[src/rtl/hazard_ctrl_md.sv]
// hazard_ctrl_md: forwarding selects, D-stage stall and mult/div occupancy tracking for a 5-stage MIPS pipeline
module hazard_ctrl_md #(
    parameter int RA_W        = 5,
    parameter int T_W         = 3,
    parameter int MULT_CYCLES = 5,
    parameter int DIV_CYCLES  = 10,
    parameter int CNT_W       = 32
) (
    input  logic             clk,
    input  logic             reset_n,
    input  logic [RA_W-1:0]  a1_d,
    input  logic [RA_W-1:0]  a2_d,
    input  logic [RA_W-1:0]  a1_e,
    input  logic [RA_W-1:0]  a2_e,
    input  logic [RA_W-1:0]  a2_m,
    input  logic [RA_W-1:0]  a3_e,
    input  logic [RA_W-1:0]  a3_m,
    input  logic [RA_W-1:0]  a3_w,
    input  logic             we_e,
    input  logic             we_m,
    input  logic             we_w,
    input  logic [T_W-1:0]   tuse_rs,
    input  logic [T_W-1:0]   tuse_rt,
    input  logic [T_W-1:0]   tnew_e,
    input  logic [T_W-1:0]   tnew_m,
    input  logic             md_start_e,
    input  logic             md_is_div_e,
    input  logic             md_use_d,
    input  logic             stat_clr,
    output logic [1:0]       fw_cmp_rs,
    output logic [1:0]       fw_cmp_rt,
    output logic [1:0]       fw_alu_rs,
    output logic [1:0]       fw_alu_rt,
    output logic             fw_dm_rt,
    output logic             stall,
    output logic             md_busy,
    output logic [CNT_W-1:0] stall_cycles
);
    localparam int MD_W = $clog2(DIV_CYCLES + 1);

    logic [MD_W-1:0]  md_cnt_q, md_cnt_d;
    logic [CNT_W-1:0] stall_cycles_q, stall_cycles_d;
    logic             reg_stall, md_stall;

    // M result is newer than W, so it wins when both match
    function automatic logic [1:0] fwd_sel(input logic [RA_W-1:0] a, input logic [RA_W-1:0] am,
                                           input logic wm, input logic [RA_W-1:0] aw, input logic ww);
        return (a != '0 && wm && a == am) ? 2'd2 : (a != '0 && ww && a == aw) ? 2'd1 : 2'd0;
    endfunction

    function automatic logic hazard(input logic [RA_W-1:0] a, input logic [T_W-1:0] tuse,
                                    input logic [RA_W-1:0] ap, input logic wp, input logic [T_W-1:0] tnew);
        return a != '0 && wp && a == ap && tuse < tnew;
    endfunction

    always_comb begin
        fw_cmp_rs = fwd_sel(a1_d, a3_m, we_m, a3_w, we_w);
        fw_cmp_rt = fwd_sel(a2_d, a3_m, we_m, a3_w, we_w);
        fw_alu_rs = fwd_sel(a1_e, a3_m, we_m, a3_w, we_w);
        fw_alu_rt = fwd_sel(a2_e, a3_m, we_m, a3_w, we_w);
        fw_dm_rt  = a2_m != '0 && we_w && a2_m == a3_w;
        reg_stall = hazard(a1_d, tuse_rs, a3_e, we_e, tnew_e) | hazard(a1_d, tuse_rs, a3_m, we_m, tnew_m)
                  | hazard(a2_d, tuse_rt, a3_e, we_e, tnew_e) | hazard(a2_d, tuse_rt, a3_m, we_m, tnew_m);
        md_busy   = md_cnt_q != '0;
        md_stall  = md_use_d & (md_busy | md_start_e);
        stall     = reg_stall | md_stall;
        // a new start restarts the count rather than extending it
        md_cnt_d  = md_start_e ? (md_is_div_e ? MD_W'(DIV_CYCLES) : MD_W'(MULT_CYCLES))
                  : md_busy ? md_cnt_q - 1'b1 : md_cnt_q;
        stall_cycles_d = stat_clr ? '0 : (stall && !(&stall_cycles_q)) ? stall_cycles_q + 1'b1 : stall_cycles_q;
        stall_cycles   = stall_cycles_q;
    end

    always_ff @(posedge clk or negedge reset_n) begin
        if (!reset_n) begin
            md_cnt_q       <= '0;
            stall_cycles_q <= '0;
        end else begin
            md_cnt_q       <= md_cnt_d;
            stall_cycles_q <= stall_cycles_d;
        end
    end
endmodule

[config.mk]
export PLATFORM = sky130hd
export DESIGN_NAME = hazard_ctrl_md
export DESIGN_NICKNAME = d
export VERILOG_FILES = /design/src/rtl/hazard_ctrl_md.sv
export SDC_FILE = /design/constraint.sdc
export NUM_CORES = 1
export LEC_CHECK = 0
export CAP_MARGIN = 20
export CELL_PAD_IN_SITES_DETAIL_PLACEMENT = 1
export CELL_PAD_IN_SITES_GLOBAL_PLACEMENT = 1
export CORE_ASPECT_RATIO = 0.7
export CORE_MARGIN = 3
export CORE_UTILIZATION = 31
export CTS_CLUSTER_DIAMETER = 50
export CTS_CLUSTER_SIZE = 12
export DETAILED_ROUTE_END_ITERATION = 8
export PLACE_DENSITY_LB_ADDON = 0.08
export SLEW_MARGIN = 20
export SYNTH_ARGS = -nofsm -noshare
export SYNTH_HDL_FRONTEND = slang
export SYNTH_SLANG_ARGS = --single-unit
[constraint.sdc]
create_clock -name clk -period 2.2 [get_ports clk]
set_clock_uncertainty 0.1 [all_clocks]
set_input_delay 0.55 -clock clk [delete_from_list [all_inputs] [get_ports clk]]
set_output_delay 0.55 -clock clk [all_outputs]
set_load 0.01 [all_outputs]
==> flow_metrics.tcl <==
set metrics [dict create \
    yosys.cell_types.count 56 \
    synthesis.nets 440 \
    multi_input_area_um2 2780 \
    antenna_found_initial 0 \
    grt_max_degree 37 \
    fp.coreArea_um2 9910 \
    crit_fanout 2 \
    cp.required_ns 1.55 \
    clockPowerShare_pct 35.0 \
    wirelength_um 17300 \
    path_clk_slew_ns 0.06 \
    setup_viol 42 \
    failed_checks "negative setup slack" \
    period_needed_ns 2.74 \
    critical_path.most_common_cell "buf_6" \
    synth_top_area_share_pct 28.0 \
    ys_warn_count 0 \
    drtAntennaViolNets 0 \
    power_switching_uw 738 \
    diodes 0 \
    cts_root_buffer "clkbuf_16" \
    power_uw 2430 \
    synth_flop_cell "dfrtp_1" \
    seq_power_share_pct 28.5 \
    arrival_ns 2.09 \
    grt_pass1_vias 4298 \
    fillers 1102 \
    hold_violations 0 \
    fmax_ghz 0.364 \
    path_cells "buf_6, or4_4, o211ai_4, a2111oi_4, a211oi_2, and2_4, inv_4, buf_6" \
    cts_num_sinks 36 \
    syn2layout_area_growth_pct 98.2 \
    syn_inst 368 \
    period_share_pct 125 \
    max_stage_delay_ns 0.56 \
    clk_latency_ns 0.29 \
    final_core_util_pct 64.3 \
    wl_per_cell_um 24.0 \
    power_leakage_uw 0.00267 \
    dieHeight_um 91.2 \
    synthesis.area_um2 3210 \
    syn_avg_cell_area_um2 8.73 \
    gp_congestion 0.846 \
    async_flop_share_pct 100 \
    ff_latch_area_um2 901 \
    hold_class "primary input to async pin" \
    drc 0 \
    io_pins 104 \
    gr-total-overflow 0 \
    vdd_drop_max_uv 343 \
    initial_utilization_pct 32.4 \
    firstDrtPassIters 5 \
    relSlewSlack_pct 63.9 \
    powerDensity_nw_per_um2 381 \
    crit_buf_inv 3 \
    cts_max_path_buffers 2 \
    fin_ws_ns -0.544 \
    tightest_slew_ns 0.542 \
    synth.area.top_cells "dfrtp_1, xnor2_1, or4_1" \
    die_w_um 128 \
    status "complete, but fails checks" \
    fin_nets 666 \
    grt_pass1_wl_um 23200 \
    synth_largest_area_cell "dfrtp_1" \
    hpwl_um 10200 \
    worst-setup-path-type "primary input to output port" \
    hold_ws_ns 0.223 \
    die_area_um2 11600 \
    slew_violations 0 \
    cts_max_level 2 \
    core.rowCount 30 \
    io_buffers 103 \
    crit_path_end_kind "output port" \
    path_delay_family "simple AND/OR/NAND/NOR gates" \
    drt_iter0_drc 273 \
    ys_ff_latch 36 \
    rsz0062_at_grt "true" \
    cts_made_buffers 5 \
    cp-start-kind "primary input" \
    drive_gt1_share_pct 56.3 \
    comb_power_share_pct 36.5 \
    cts_tree "built" \
    vias_per_cell 5.73 \
    track_usage_pct 25.1 \
    synth-seq-area-share_pct 28.0 \
    synth_edf_count 0 \
    vias 4142 \
    switching_share_pct 30.4 \
    maxCapViolCount 0 \
    crit_slowest_cell "or4_4" \
    intPower_uw 1690 \
]
## power groups by stage
stage                     registers [µW]  logic [µW]  clock network (µW)
after global routing                 693         935                 893
after floorplan                      702         283                   0
final                                691         887                 850
after global placement               697         617                   0
after detailed placement             699         642                   0
after CTS                            691         742                 844
## metal layers
| metal | wire length, µm | track usage [%] | vias to the layer above |
|---|---|---|---|
| li1 | - | - | 1832 |
| met1 | 7330 | 32.9 | 2111 |
| met2 | 8680 | 44.3 | 157 |
| met3 | 860 | 4.06 | 42 |
| met4 | 463 | 3.89 | 0 |
| met5 | 0 | 0 | - |
## synthesized netlist by cell type (2+ instances only)
master,number
xnor2_1,42
dfrtp_1,36
a21oi_1,31
or4_1,28
o31ai_1,26
nand3_1,25
nand4_1,16
nor2_1,13
clkbuf_1,12
inv_1,12
xor2_1,12
ha_1,11
nand2_1,11
and3_1,9
nor4_1,9
buf_2,6
buf_6,5
nor3_1,5
a21o_1,4
nand2b_1,4
nor2b_1,4
o21ai_0,4
buf_4,3
o21a_1,3
or3_1,3
and2_1,2
and4_1,2
nand3b_1,2
## sequential cells by signal, indices dropped and copies added (netlist names)
signal / flops
stall_cycles: 32
md_cnt_q: 4
## path summary, 6_finish.rpt
kind | startpoint | endpoint | slack [ns] | cells past startpoint
min | reset_n | md_cnt_q[2] | 0.22 | 2
max reg2reg | stall_cycles[10] | stall_cycles[29] | -0.27 | 7
max | a2_d[2] | stall | -0.54 | 8
max in group asynchronous | reset_n | stall_cycles[0] | 1.40 | 2
min in group clk | stall_cycles[21] | stall_cycles[21] | 0.51 | 2
min reg2reg | stall_cycles[21] | stall_cycles[21] | 0.51 | 2
## cell usage in the layout (no fill, tap or decap), types with 3 or more instances in the layout
cell type / netlist / final
nand3_1: 25 / 24
buf_8: 0 / 6
buf_16: 0 / 3
clkbuf_2: 1 / 5
buf_6: 5 / 39
or4_1: 28 / 4
nor2_4: 0 / 5
dlygate4sd2_1: 0 / 7
and3_1: 9 / 9
a21o_1: 4 / 4
clkdlybuf4s50_1: 0 / 37
buf_4: 3 / 110
xor2_2: 0 / 3
buf_2: 6 / 24
inv_2: 1 / 6
o31ai_2: 0 / 4
a21oi_2: 0 / 24
inv_1: 12 / 5
xnor2_2: 1 / 16
buf_12: 0 / 7
or3_1: 3 / 3
xnor2_1: 42 / 26
or4_4: 1 / 25
nand4_1: 16 / 16
clkdlybuf4s15_1: 0 / 4
nor3_1: 5 / 3
a21oi_1: 31 / 7
o21a_1: 3 / 3
ha_1: 11 / 4
o31ai_1: 26 / 20
dfrtp_1: 36 / 36
nor2_1: 13 / 6
nor4_4: 1 / 5
ha_4: 0 / 5
clkbuf_16: 0 / 9
xor2_1: 12 / 9
nor4_2: 0 / 5
nand2_1: 11 / 10
nor2_2: 1 / 3
## through the flow
stage	setup WS [ns]	TNS (ns)	std cells	cell area [µm²]
after floorplan	-0.254	-6.09	368	3390
after global routing	-0.551	-16.85	723	6370
after global placement	-1.24	-42.72	685	5320
after detailed placement	-1.27	-44.69	685	5320
final	-0.544	-14.86	723	6370
after CTS	-0.543	-11.16	709	5890
## timing repair
item / 4_1_cts / 5_1_grt
setup endpoints to repair: 43 / 43
pin swaps: 42 / 53
hold buffers: 0 / 0
gates resized for setup: 297 / 110
setup buffers: 14 / 12
cloned: 3 / 4
endpoints found under the hold margin: 0 / 0
## area by class of cell
type,instances,area share [%]
sequential,36,14.1
tap,128,2.51
inverter,13,1.00
multi-input combinational,291,43.6
clock inverter,2,0.550
clock buffer,6,2.02
timing repair buffer,247,36.2
## cell families (layout without fill, tap and decap cells)
| group | after synthesis | in the layout | share of synthesized area [%] |
|---|---|---|---|
| buffers and inverters | 41 | 268 | 6.58 |
| flip-flops | 36 | 36 | 28.0 |
| AO/OA/AOI/OAI | 78 | 78 | 17.1 |
| AND/OR/NAND/NOR | 144 | 144 | 27.6 |
| XOR/XNOR | 55 | 55 | 15.2 |
| multiplexers | 3 | 3 | 1.13 |
| adder cells (fa/ha/maj) | 11 | 11 | 4.28 |
Note: power is estimated with default switching activity, not from simulation.
